## config.mk

```make
export PLATFORM = sky130hd
export DESIGN_NAME = uart_load_ctrl
export DESIGN_NICKNAME = d
export VERILOG_FILES = /design/src/rtl/uart_load_ctrl.sv
export SDC_FILE = /design/constraint.sdc
export NUM_CORES = 1
export LEC_CHECK = 0
export CAP_MARGIN = 20
export CORE_MARGIN = 2
export CORE_UTILIZATION = 35
export CTS_CLUSTER_DIAMETER = 100
export DETAILED_ROUTE_END_ITERATION = 8
export PLACE_DENSITY = 0.58
export SKIP_LAST_GASP = 1
export SYNTH_ARGS = -nofsm -noshare
export SYNTH_HDL_FRONTEND = slang
export SYNTH_SLANG_ARGS = --single-unit
```

## constraint.sdc

```tcl
create_clock -name clk -period 3.8 [get_ports clk]
set_input_delay 1.14 -clock clk [delete_from_list [all_inputs] [get_ports clk]]
set_output_delay 1.14 -clock clk [all_outputs]
set_load 0.1 [all_outputs]
```

## src/rtl/uart_load_ctrl.sv

```systemverilog
// Command sequencer behind the serial receiver of the SAD processor.
// Parses load frames (cmd, len_h, len_l, payload..., xor checksum) into the
// reference or search-window buffer, and turns a start command into a
// single-cycle launch pulse for the SAD core.
module uart_load_ctrl #(
   parameter int ADDR_W  = 16,
   parameter int TIMEOUT = 65535
) (
   input  logic              clk,
   input  logic              rst,
   input  logic [7:0]        rx_data,
   input  logic              rx_ready,
   input  logic              proc_busy,
   output logic              mem_we,
   output logic              mem_sel,
   output logic [ADDR_W-1:0] mem_addr,
   output logic [7:0]        mem_wdata,
   output logic              proc_start,
   output logic              busy,
   output logic              done,
   output logic              err,
   output logic [1:0]        err_code
);

   typedef enum logic [2:0] {IDLE, LEN_H, LEN_L, DATA, CHK} state_t;

   // Last idle count that is still tolerated; a byte arriving here wins.
   localparam logic [15:0] TO_LAST = 16'(TIMEOUT - 1);

   state_t            state, stateNext;
   logic [7:0]        lenHi, lenHiNext;
   logic [15:0]       remCnt, remNext;
   logic [ADDR_W-1:0] addrPtr, addrNext;
   logic [7:0]        xorAcc, xorNext;
   logic [15:0]       idleCnt, idleNext;

   logic              weNext, selNext, startNext, busyNext, doneNext, errNext;
   logic [ADDR_W-1:0] maddrNext;
   logic [7:0]        wdataNext;
   logic [1:0]        codeNext;
   logic [15:0]       lenFull;

   assign lenFull = {lenHi, rx_data};

   // Next-state and next-output decode for every received byte or timeout.
   always_comb begin
      stateNext = state;
      lenHiNext = lenHi;
      remNext   = remCnt;
      addrNext  = addrPtr;
      xorNext   = xorAcc;
      idleNext  = (rx_ready || state == IDLE) ? 16'd0 : idleCnt + 16'd1;
      weNext    = 1'b0;
      selNext   = mem_sel;
      maddrNext = mem_addr;
      wdataNext = mem_wdata;
      startNext = 1'b0;
      doneNext  = 1'b0;
      errNext   = 1'b0;
      codeNext  = err_code;

      if (rx_ready) begin
         case (state)
            IDLE: begin
               if (rx_data == 8'hA0 || rx_data == 8'hA1) begin
                  selNext   = rx_data[0];
                  codeNext  = 2'd0;
                  addrNext  = '0;
                  xorNext   = 8'd0;
                  stateNext = LEN_H;
               end else if (rx_data == 8'hB0) begin
                  if (!proc_busy) begin
                     startNext = 1'b1;
                     codeNext  = 2'd0;
                  end else begin
                     errNext  = 1'b1;
                     codeNext = 2'd3;
                  end
               end else begin
                  errNext  = 1'b1;
                  codeNext = 2'd1;
               end
            end
            LEN_H: begin
               lenHiNext = rx_data;
               stateNext = LEN_L;
            end
            LEN_L: begin
               remNext   = lenFull;
               stateNext = (lenFull == 16'd0) ? CHK : DATA;
            end
            DATA: begin
               // Write goes out at the current pointer; pointer moves on after.
               weNext    = 1'b1;
               maddrNext = addrPtr;
               wdataNext = rx_data;
               xorNext   = xorAcc ^ rx_data;
               addrNext  = addrPtr + ADDR_W'(1);
               remNext   = remCnt - 16'd1;
               if (remCnt == 16'd1) stateNext = CHK;
            end
            CHK: begin
               if (rx_data == xorAcc) begin
                  doneNext = 1'b1;
               end else begin
                  errNext  = 1'b1;
                  codeNext = 2'd2;
               end
               stateNext = IDLE;
            end
            default: stateNext = IDLE;
         endcase
      end else if (state != IDLE && idleCnt == TO_LAST) begin
         errNext   = 1'b1;
         codeNext  = 2'd3;
         stateNext = IDLE;
      end

      busyNext = (stateNext != IDLE);
   end

   // State, frame bookkeeping and registered outputs; reset aborts any frame.
   always_ff @(posedge clk or posedge rst) begin
      if (rst) begin
         state      <= IDLE;
         lenHi      <= 8'd0;
         remCnt     <= 16'd0;
         addrPtr    <= '0;
         xorAcc     <= 8'd0;
         idleCnt    <= 16'd0;
         mem_we     <= 1'b0;
         mem_sel    <= 1'b0;
         mem_addr   <= '0;
         mem_wdata  <= 8'd0;
         proc_start <= 1'b0;
         busy       <= 1'b0;
         done       <= 1'b0;
         err        <= 1'b0;
         err_code   <= 2'd0;
      end else begin
         state      <= stateNext;
         lenHi      <= lenHiNext;
         remCnt     <= remNext;
         addrPtr    <= addrNext;
         xorAcc     <= xorNext;
         idleCnt    <= idleNext;
         mem_we     <= weNext;
         mem_sel    <= selNext;
         mem_addr   <= maddrNext;
         mem_wdata  <= wdataNext;
         proc_start <= startNext;
         busy       <= busyNext;
         done       <= doneNext;
         err        <= errNext;
         err_code   <= codeNext;
      end
   end

endmodule

```

==> run metrics, run 1 <==
Post-CTS Resized 0; Post-Layout Cell Count 727; I/O Pins 44; CTS H-tree depth 3; Setup crit end kind flop; clk root buf clkbuf_16; synthesized flop and latch total 99; total congestion overflow 0; initial core utilization 35.9%; initial antenna violation count 0; All-Layer GR Usage 15.0%; area leader, netlist dfrtp_1; endpoints failing setup 0; Longest Clk Path Bufs 2; Die Ht 121 um; HP Start mem_wdata[3]; most frequent cells in the layout 100 x nand2_1, 99 x dfrtp_1, 65 x nor2_1; Netlist cell types 50; drc violations 0; Post-Synthesis Cell Area 4780 sq um; number of global-route vias before repair 3551; Post-synth top flop dfrtp_1; worst skew pair latency 0.34 ns; Max Slew Vio Count 0; die area 14600 sq um; post-synth top area share 51.8%; Max stage delay cell, worst path clkdlybuf4s50_1; cell count after placement 712; commonest non-fill, non-tap cell in the layout nand2_1; syn_nets 529; Clock Skews 0.00974 ns; crit path DAT 3.11 ns; RSZ-0062 raised after global routing false; Final Hold Viols 0; final WL 10600 um; Syn. warnings 0; 1st-iter DRT viols 126; post-CTS setup buffers 0; Seq/Total Area, Yosys 51.8%; Crit Path Max Fanout 18; Fillers 1293; Die Wd 121 um; total negative slack 0 ns; outcome complete, no violations; Fmax achieved 347 MHz; total power 4050 uW; WL per Instance 14.5 um; post-route ant nets 0; IO Port Bufs 43; post-layout util 41.9%; CP max stage delay 0.59 ns; Core Area 13300 sq um; period utilization 75.8%; first-pass GRT wire length 17600 um; RD Place Congestion 0.855; DR pass1 iterations 4; Synth async-reset ratio 100%; num rows 42; Synth Instances 512; n_diodes 0; synth top area cells dfrtp_1 52%, nand2_1 7.9%, nor2_1 5.1%; worst setup margin 0.918 ns; Slew headroom 42.3%; largest net degree at the start of global routing 56; hold_buf cts 0; vias per cell 5.06; Crit path required time 4.03 ns; Critical Path Source Type input pin; CTS Sinks 99; fin nets 564; min cycle time layout 2.88 ns; Worst-path clk slew 0.06 ns; static leakage 0.00251 uW; power per cell area 726 nW/um^2; crit path launch rx_data[1]; reg2reg start state[0]; detailed placement HPWL 7320 um; layout cells sized above 1 14.2%; TritonCTS clock tree built; Max Cap Viol 0; Tightest Pin Transition 0.866 ns; total number of vias 3682; VDD IR-drop max 532 uV; crit-path cells clkdlybuf4s50_1 > nor4_4 > and4bb_2 > mux2_2; TritonCTS Buffers 9; worst hold path type reg2reg; Layout area overhead 16.7%; worst slack at placement 0.552 ns; syn avg cell area 9.33 sq um; number of synthesized flops with an enable pin 0; Setup CP Type in2reg
==> cells by family after synthesis <==
| group | count (synthesis) | synth area share [%] |
|---|---|---|
| buf+inv | 38 | 3.61 |
| xor+xnor | 35 | 6.42 |
| flops | 99 | 51.8 |
| simple gates | 249 | 25.3 |
| compound gates | 76 | 9.14 |
| fa+ha+maj | 5 | 1.31 |
| mux | 10 | 2.33 |
==> per-layer routing <==
metal	track usage [%]	vias to the layer above	routed length, um
met2	23.8	52	5070
met3	2.36	13	287
li1	-	1822	-
met5	0	-	0
met1	20.8	1795	5050
met4	5.16	0	144
==> metrics by stage <==
step,hold WS (ns),cell area [sq um]
2_1_floorplan,0.459,4780
3_3_place_gp,0.465,5300
3_5_place_dp,0.464,5300
4_1_cts,0.484,5570
5_1_grt,0.510,5570
6_report,0.481,5570
==> where the power goes <==
part / leakage (uW) / internal [uW] / total (uW) / switching (uW)
logic: 0.00110 / 448 / 1540 / 1090
clock network: 0.000137 / 475 / 855 / 380
registers: 0.00127 / 1340 / 1650 / 315
==> final timing paths <==
check                          endpoint  slack (ns)  cells after the start
hold / removal             mem_wdata[3]        0.48                      2
setup reg to reg             remCnt[14]        1.35                      5
setup / recovery                mem_sel        0.92                      4
max in group asynchronous      lenHi[1]        1.88                      3
min in group asynchronous          done        1.21                      2
hold reg to reg            mem_wdata[3]        0.48                      2
==> cells in the mapped netlist, drive strengths merged (4+ instances only) <==
cell and count:
nand3 21, nand2 100, xor2 18, buf 14
o21ai 33, clkbuf 13, o22a 4, a31oi 4
nor3 8, o22ai 4, or2 4, and3 4
nor2 67, nand4 16, inv 11, mux2 9
dfrtp 99, a21oi 21, nor4 10, xnor2 17
and4 4, ha 5
==> critical path: cells and delay by family <==
| kind | cells | cell delay [ns] |
|---|---|---|
| and+or+nand+nor | 2 | 0.99 |
| muxes | 1 | 0.38 |
| buffers and inverters | 1 | 0.59 |
==> final cells by class <==
cell class	count	area, sq um	share of cell area [%]
clock buffers	11	253	4.53
repair buffers	51	423	7.59
flip-flops and latches	99	2480	44.4
clock inverters	4	26.3	0.471
multi-input cells	375	2130	38.2
well taps	176	220	3.95
inverters	11	46.3	0.831
==> registers in the layout, summed over array words and instances, names as in the netlist <==
register and flops:
addrPtr 16, busy 1, done 1, err 1, err_code 2, idleCnt 16
lenHi 8, mem_addr 16, mem_sel 1, mem_wdata 8, mem_we 1, proc_start 1
remCnt 16, state 3, xorAcc 8
(Power assumes the default switching activity.)
==> run 2, diff against run 1 <==
Clock period 3.8 ns to 2.6 ns, I/O delays scaled along.
==> run 2 against run 1 <==
  * Final cell count increased by 2.2%
  * Sequential cell count unchanged
  * Critical path type unchanged
  * Largest power group unchanged
  * Die area unchanged
  * Critical path depth increased by 1
  * Sequential power increased by 45%
  * Core utilization increased by 1.0 points
  * Clock skew decreased by 0.0054 ns
  * Worst hold slack got worse by 0.0049 ns
  * Worst setup slack got worse by 0.55 ns
  * Via count increased by 1.0%
  * Sequential share of layout area decreased by 1.1 points
==> run metrics, run 2 (synthesized netlist as in run 1, its figures left out) <==
Core Area 13300 sq um (unchanged); 1st-iter DRT viols 155 (was 126); Post-CTS Resized 0 (unchanged); die area 14600 sq um (unchanged); detailed placement HPWL 7320 um (about the same); drc violations 0 (unchanged); WHS 0.476 ns (was 0.481 ns); IO Port Bufs 43 (unchanged); DR pass1 iterations 4 (unchanged); hold_buf cts 0 (unchanged); outcome complete, no violations (unchanged); Critical Path Source Type input pin (unchanged); crit path launch rx_data[2] (was rx_data[1]); number of global-route vias before repair 3687 (was 3551); post-route ant nets 0 (unchanged); TritonCTS clock tree built (unchanged); initial antenna violation count 0 (unchanged); most frequent cells in the layout 100 x nand2_1, 99 x dfrtp_1, 65 x nor2_1 (unchanged); Final Hold Viols 0 (unchanged); TritonCTS Buffers 9 (unchanged); WL per Instance 14.3 um (was 14.5 um); total congestion overflow 0 (unchanged); Comb pwr share 38.4% (was 38.1%); reg2reg start state[0] (unchanged); All-Layer GR Usage 15.6% (was 15.0%); CTS H-tree depth 3 (unchanged); layout cells sized above 1 16.6% (was 14.2%); Fillers 1296 (was 1293); clock share of power 22.0% (was 21.1%); worst setup margin 0.370 ns (was 0.918 ns); commonest non-fill, non-tap cell in the layout nand2_1 (unchanged); vias per cell 5.01 (was 5.06); Max Slew Vio Count 0 (unchanged); Multi-input gate area 2130 sq um (unchanged); num rows 42 (unchanged); period utilization 85.8%; Max Cap Viol 0 (unchanged); worst skew pair latency 0.34 ns (about the same); sequential cell area 2480 sq um (unchanged); worst hold path type reg2reg (unchanged); endpoints failing setup 0 (unchanged); Worst-path clk slew 0.07 ns (was 0.06 ns); first-pass GRT wire length 18300 um (was 17600 um); post-layout util 42.9% (was 41.9%); Crit Path Max Fanout 15 (was 18); largest net degree at the start of global routing 100 (was 56); total number of vias 3720 (was 3682); n_diodes 0 (unchanged); initial core utilization 35.9% (unchanged); Setup CP Type in2reg (unchanged); fin nets 580 (was 564); register share of total power 39.6% (was 40.8%); Die Wd 121 um (unchanged); static leakage 0.00259 uW (was 0.00251 uW); RSZ-0062 raised after global routing false (unchanged); Longest Clk Path Bufs 2 (unchanged); HP Start mem_addr[7] (was mem_wdata[3]); Sw Ratio 43.5% (was 44.2%); post-CTS setup buffers 0 (unchanged); Fmax achieved 448 MHz; Layout area overhead 19.5% (was 16.7%); Cell Int Power 3410 uW (was 2260 uW); total negative slack 0 ns (unchanged); final WL 10600 um (about the same); crit path DAT 2.45 ns (was 3.11 ns); power per cell area 1060 nW/um^2 (was 726 nW/um^2); CTS Sinks 99 (unchanged); Tightest Pin Transition 0.594 ns (was 0.866 ns); min cycle time layout 2.23 ns; Setup crit end kind flop (unchanged); RD Place Congestion 0.802 (was 0.855); Psw 2630 uW (was 1790 uW); worst slack at placement 0.00197 ns (was 0.552 ns); Clock Skews 0.00431 ns (was 0.00974 ns); I/O Pins 44 (unchanged); VDD IR-drop max 666 uV (was 532 uV); Die Ht 121 um (unchanged); Slew headroom 60.4% (was 42.3%); Crit path required time 2.82 ns (was 4.03 ns); clk root buf clkbuf_16 (unchanged)
[run 2: cell count changes in the layout (fill, tap and decap cells not counted), sizes merged]
cell / change
clkbuf: -1
bufinv: +1
inv: -1
buf: +16
clkinv: +1
[run 2: power by group through the flow]
stage / Clock [uW] / Combinational [uW] / Sequential, uW
6_report: 1330 / 2320 / 2390
5_1_grt: 1420 / 2510 / 2470
4_1_cts: 1370 / 2340 / 2390
3_5_place_dp: 0 / 2330 / 2410
3_3_place_gp: 0 / 2300 / 2410
2_1_floorplan: 0 / 990 / 3160
[run 2: worst paths after layout]
check / endpoint / slack [ns] / depth (start not counted)
setup / recovery: addrPtr[1] / 0.37 / 5
hold / removal: mem_addr[7] / 0.48 / 2
setup reg to reg: remCnt[7] / 0.69 / 5
hold reg to reg: mem_addr[7] / 0.48 / 2
max in group asynchronous: lenHi[6] / 1.25 / 3
min in group asynchronous: idleCnt[4] / 0.92 / 3
[run 2: per-stage QoR]
step | instances | cell area [sq um] | total power [uW]
floorplan | 512 | 4780 | 4150
global placement | 728 | 5420 | 4700
detailed placement | 728 | 5420 | 4740
CTS | 743 | 5710 | 6100
global route | 743 | 5710 | 6400
finish | 743 | 5710 | 6050
[run 2: metal layers]
layer / track usage, % / vias up / wire, um
met1: 22.0 / 1786 / 5090
met5: 0 / - / 0
li1: - / 1857 / -
met4: 5.67 / 0 / 150
met3: 2.26 / 11 / 347
met2: 24.5 / 66 / 5030
[run 2: area by class of cell]
cell class                      instances  share of cell area [%]
Inverter                               11                   0.833
Clock inverter                          5                   0.942
Clock buffer                           10                    4.19
Multi-Input combinational cell        375                    37.3
Sequential cell                        99                    43.4
Tap cell                              176                    3.86
Timing Repair Buffer                   67                    9.51
[run 2: worst max-delay path, cell delays in order]
cell and delay, ns:
clkdlybuf4s50_1 0.55, nor4_4 0.41, and4bb_2 0.36, buf_4 0.24
o21ai_0 0.11
==> run 3, diff against run 2 <==
Settings changed: PLACE_DENSITY 0.58 to 0.55.
==> run 3 against run 2 <==
  * Global-route usage up 0.70 points
  * Worst hold slack improved by 0.0031 ns
  * Total power increased by 2.9%
  * Sequential cell count unchanged
  * Combinational power hardly changed
  * Sequential power about the same
  * Via count grew 1.6%
  * Clock power up 11%
  * Wire length rose by 6.4%
  * Highest routed layer unchanged
  * Cell area grew 0.55%
  * Critical path type unchanged
==> run metrics, run 3 (synthesized netlist as in run 1, its figures left out) <==
num rows 42 (unchanged); CTS H-tree depth 3 (unchanged); hold_buf cts 0 (unchanged); RD Place Congestion 0.854 (was 0.802); I/O Pins 44 (unchanged); flop2flop setup slack 0.66 ns (was 0.69 ns); Worst Hold Depth 2 (unchanged); Post-CTS Resized 0 (unchanged); worst hold path type reg2reg (unchanged); WL per Instance 15.2 um (was 14.3 um); Area after DPL 5410 sq um (was 5420 sq um); vias per cell 5.09 (was 5.01); Crit Path Max Fanout 3 (was 15); Critical Path Source Type input pin (unchanged); power per cell area 1080 nW/um^2 (was 1060 nW/um^2); final WL 11300 um (was 10600 um); Post-Layout Cell Count 742 (was 743); VDD IR-drop max 775 uV (was 666 uV); Max Cap Viol 0 (unchanged); Crit path required time 2.82 ns (about the same); worst slack at placement 0.0718 ns (was 0.00197 ns); total number of vias 3779 (was 3720); Setup crit end kind flop (unchanged); CTS Sinks 99 (unchanged); drc violations 0 (unchanged); HP Start mem_addr[4] (was mem_addr[7]); crit path DAT 2.40 ns (was 2.45 ns); n_diodes 0 (unchanged); reg2reg start state[0] (unchanged); TritonCTS Buffers 9 (unchanged); Buf/Inv on CP 1 (was 2); Fmax achieved 460 MHz (was 448 MHz); first-pass GRT wire length 18800 um (was 18300 um); worst skew pair latency 0.35 ns (was 0.34 ns); period utilization 83.6% (was 85.8%); most frequent cells in the layout 100 x nand2_1, 99 x dfrtp_1, 65 x nor2_1 (unchanged); initial antenna violation count 0 (unchanged); Worst Hold Endpoint mem_addr[4] (was mem_addr[7]); endpoints failing setup 0 (unchanged); 1st-iter DRT viols 274 (was 155); Longest Clk Path Bufs 2 (unchanged); die area 14600 sq um (unchanged); Core Area 13300 sq um (unchanged); WHS 0.480 ns (was 0.476 ns); CP max stage delay 0.50 ns (was 0.55 ns); Max stage delay cell, worst path clkdlybuf4s50_1 (unchanged); Fillers 1298 (was 1296); worst setup margin 0.426 ns (was 0.370 ns); WL met2 5340 um (was 5030 um); IO Port Bufs 43 (unchanged); R2R Path End state[1] (was remCnt[7]); Tightest Pin Transition 0.625 ns (was 0.594 ns); Final Hold Viols 0 (unchanged); RSZ-0062 raised after global routing false (unchanged); Setup CP Type in2reg (unchanged); TritonCTS clock tree built (unchanged); DR pass1 iterations 5 (was 4); clk root buf clkbuf_16 (unchanged); min cycle time layout 2.17 ns (was 2.23 ns); total congestion overflow 0 (unchanged); outcome complete, no violations (unchanged); FF-to-FF path depth 6 (was 5); fin nets 578 (was 580); commonest non-fill, non-tap cell in the layout nand2_1 (unchanged); post-route ant nets 0 (unchanged); cell count after placement 726 (was 728); M1 WL 5370 um (was 5090 um); Die Wd 121 um (unchanged); Max Slew Vio Count 0 (unchanged); crit-path cells clkdlybuf4s50_1 > xnor2_1 > nand4_1 > nor2_1 > a211oi_1 > or2_2 (was clkdlybuf4s50_1 > nor4_4 > and4bb_2 > buf_4 > o21ai_0); Crit path max-delay family simple AND/OR/NAND/NOR gates (was buffers and inverters); number of global-route vias before repair 3778 (was 3687); Clock Skews 0.0105 ns (was 0.00431 ns); Top Layer Used met4 (unchanged); All-Layer GR Usage 16.3% (was 15.6%); total negative slack 0 ns (unchanged); layout cells sized above 1 16.4% (was 16.6%); metal3 WL 431 um (was 347 um); Slew headroom 58.3% (was 60.4%); final instance area 5740 sq um (was 5710 sq um); post-CTS setup buffers 0 (unchanged); static leakage 0.00260 uW (was 0.00259 uW); Worst-path clk slew 0.07 ns (about the same); Die Ht 121 um (unchanged); Layout area overhead 20.1% (was 19.5%); largest net degree at the start of global routing 100 (unchanged); initial core utilization 35.9% (unchanged); detailed placement HPWL 7720 um (was 7320 um)
run 3: cell count changes in the layout (fill, tap and decap cells not counted), sizes merged:
| cell | delta |
|---|---|
| buf | -2 |
| clkinv | -1 |
| inv | +1 |
| bufinv | +1 |
run 3: worst reg2reg max path, delay by kind of cell (launching register included):
kind,cells,cell delay (ns)
flip-flops,1,0.75
AO/OA/AOI/OAI,1,0.14
AND/OR/NAND/NOR,4,0.67
buffers and inverters,1,0.29
run 3: final cells by class:
| class | instances | area, sq um | share of cell area (%) |
|---|---|---|---|
| Inverter | 11 | 47.5 | 0.828 |
| Tap cell | 176 | 220 | 3.84 |
| Timing Repair Buffer | 65 | 541 | 9.42 |
| Clock buffer | 10 | 239 | 4.16 |
| Multi-Input combinational cell | 375 | 2130 | 37.1 |
| Clock inverter | 6 | 87.6 | 1.53 |
| Sequential cell | 99 | 2480 | 43.2 |
run 3: how the worst max path moves through the flow:
stage                     from          to  cells after the start  slack, ns
floorplan             rx_ready     mem_sel                      5       0.60
global placement    rx_data[3]         err                      6       0.08
detailed placement  rx_data[1]  addrPtr[1]                      5       0.07
CTS                 rx_data[3]         err                      6       0.44
global route        rx_data[3]         err                      6       0.34
finish              rx_data[3]         err                      6       0.43
run 3: metrics by stage:
step,power (uW),util (%)
floorplan,4150,-
global placement,4760,40.7
detailed placement,4790,40.7
CTS,6270,43.2
global route,6570,43.2
finish,6220,43.2
run 3: layer usage:
metal,GRT usage (%),vias to the layer above
li1,-,1852
met1,22.9,1853
met4,5.45,0
met2,25.6,62
met5,0,-
met3,2.69,12
run 3: report_power, final:
part | switching, uW | internal (uW) | total [uW]
Clock | 597 | 872 | 1470
Sequential | 458 | 1950 | 2410
Combinational | 1640 | 702 | 2340
Total | 2700 | 3530 | 6220
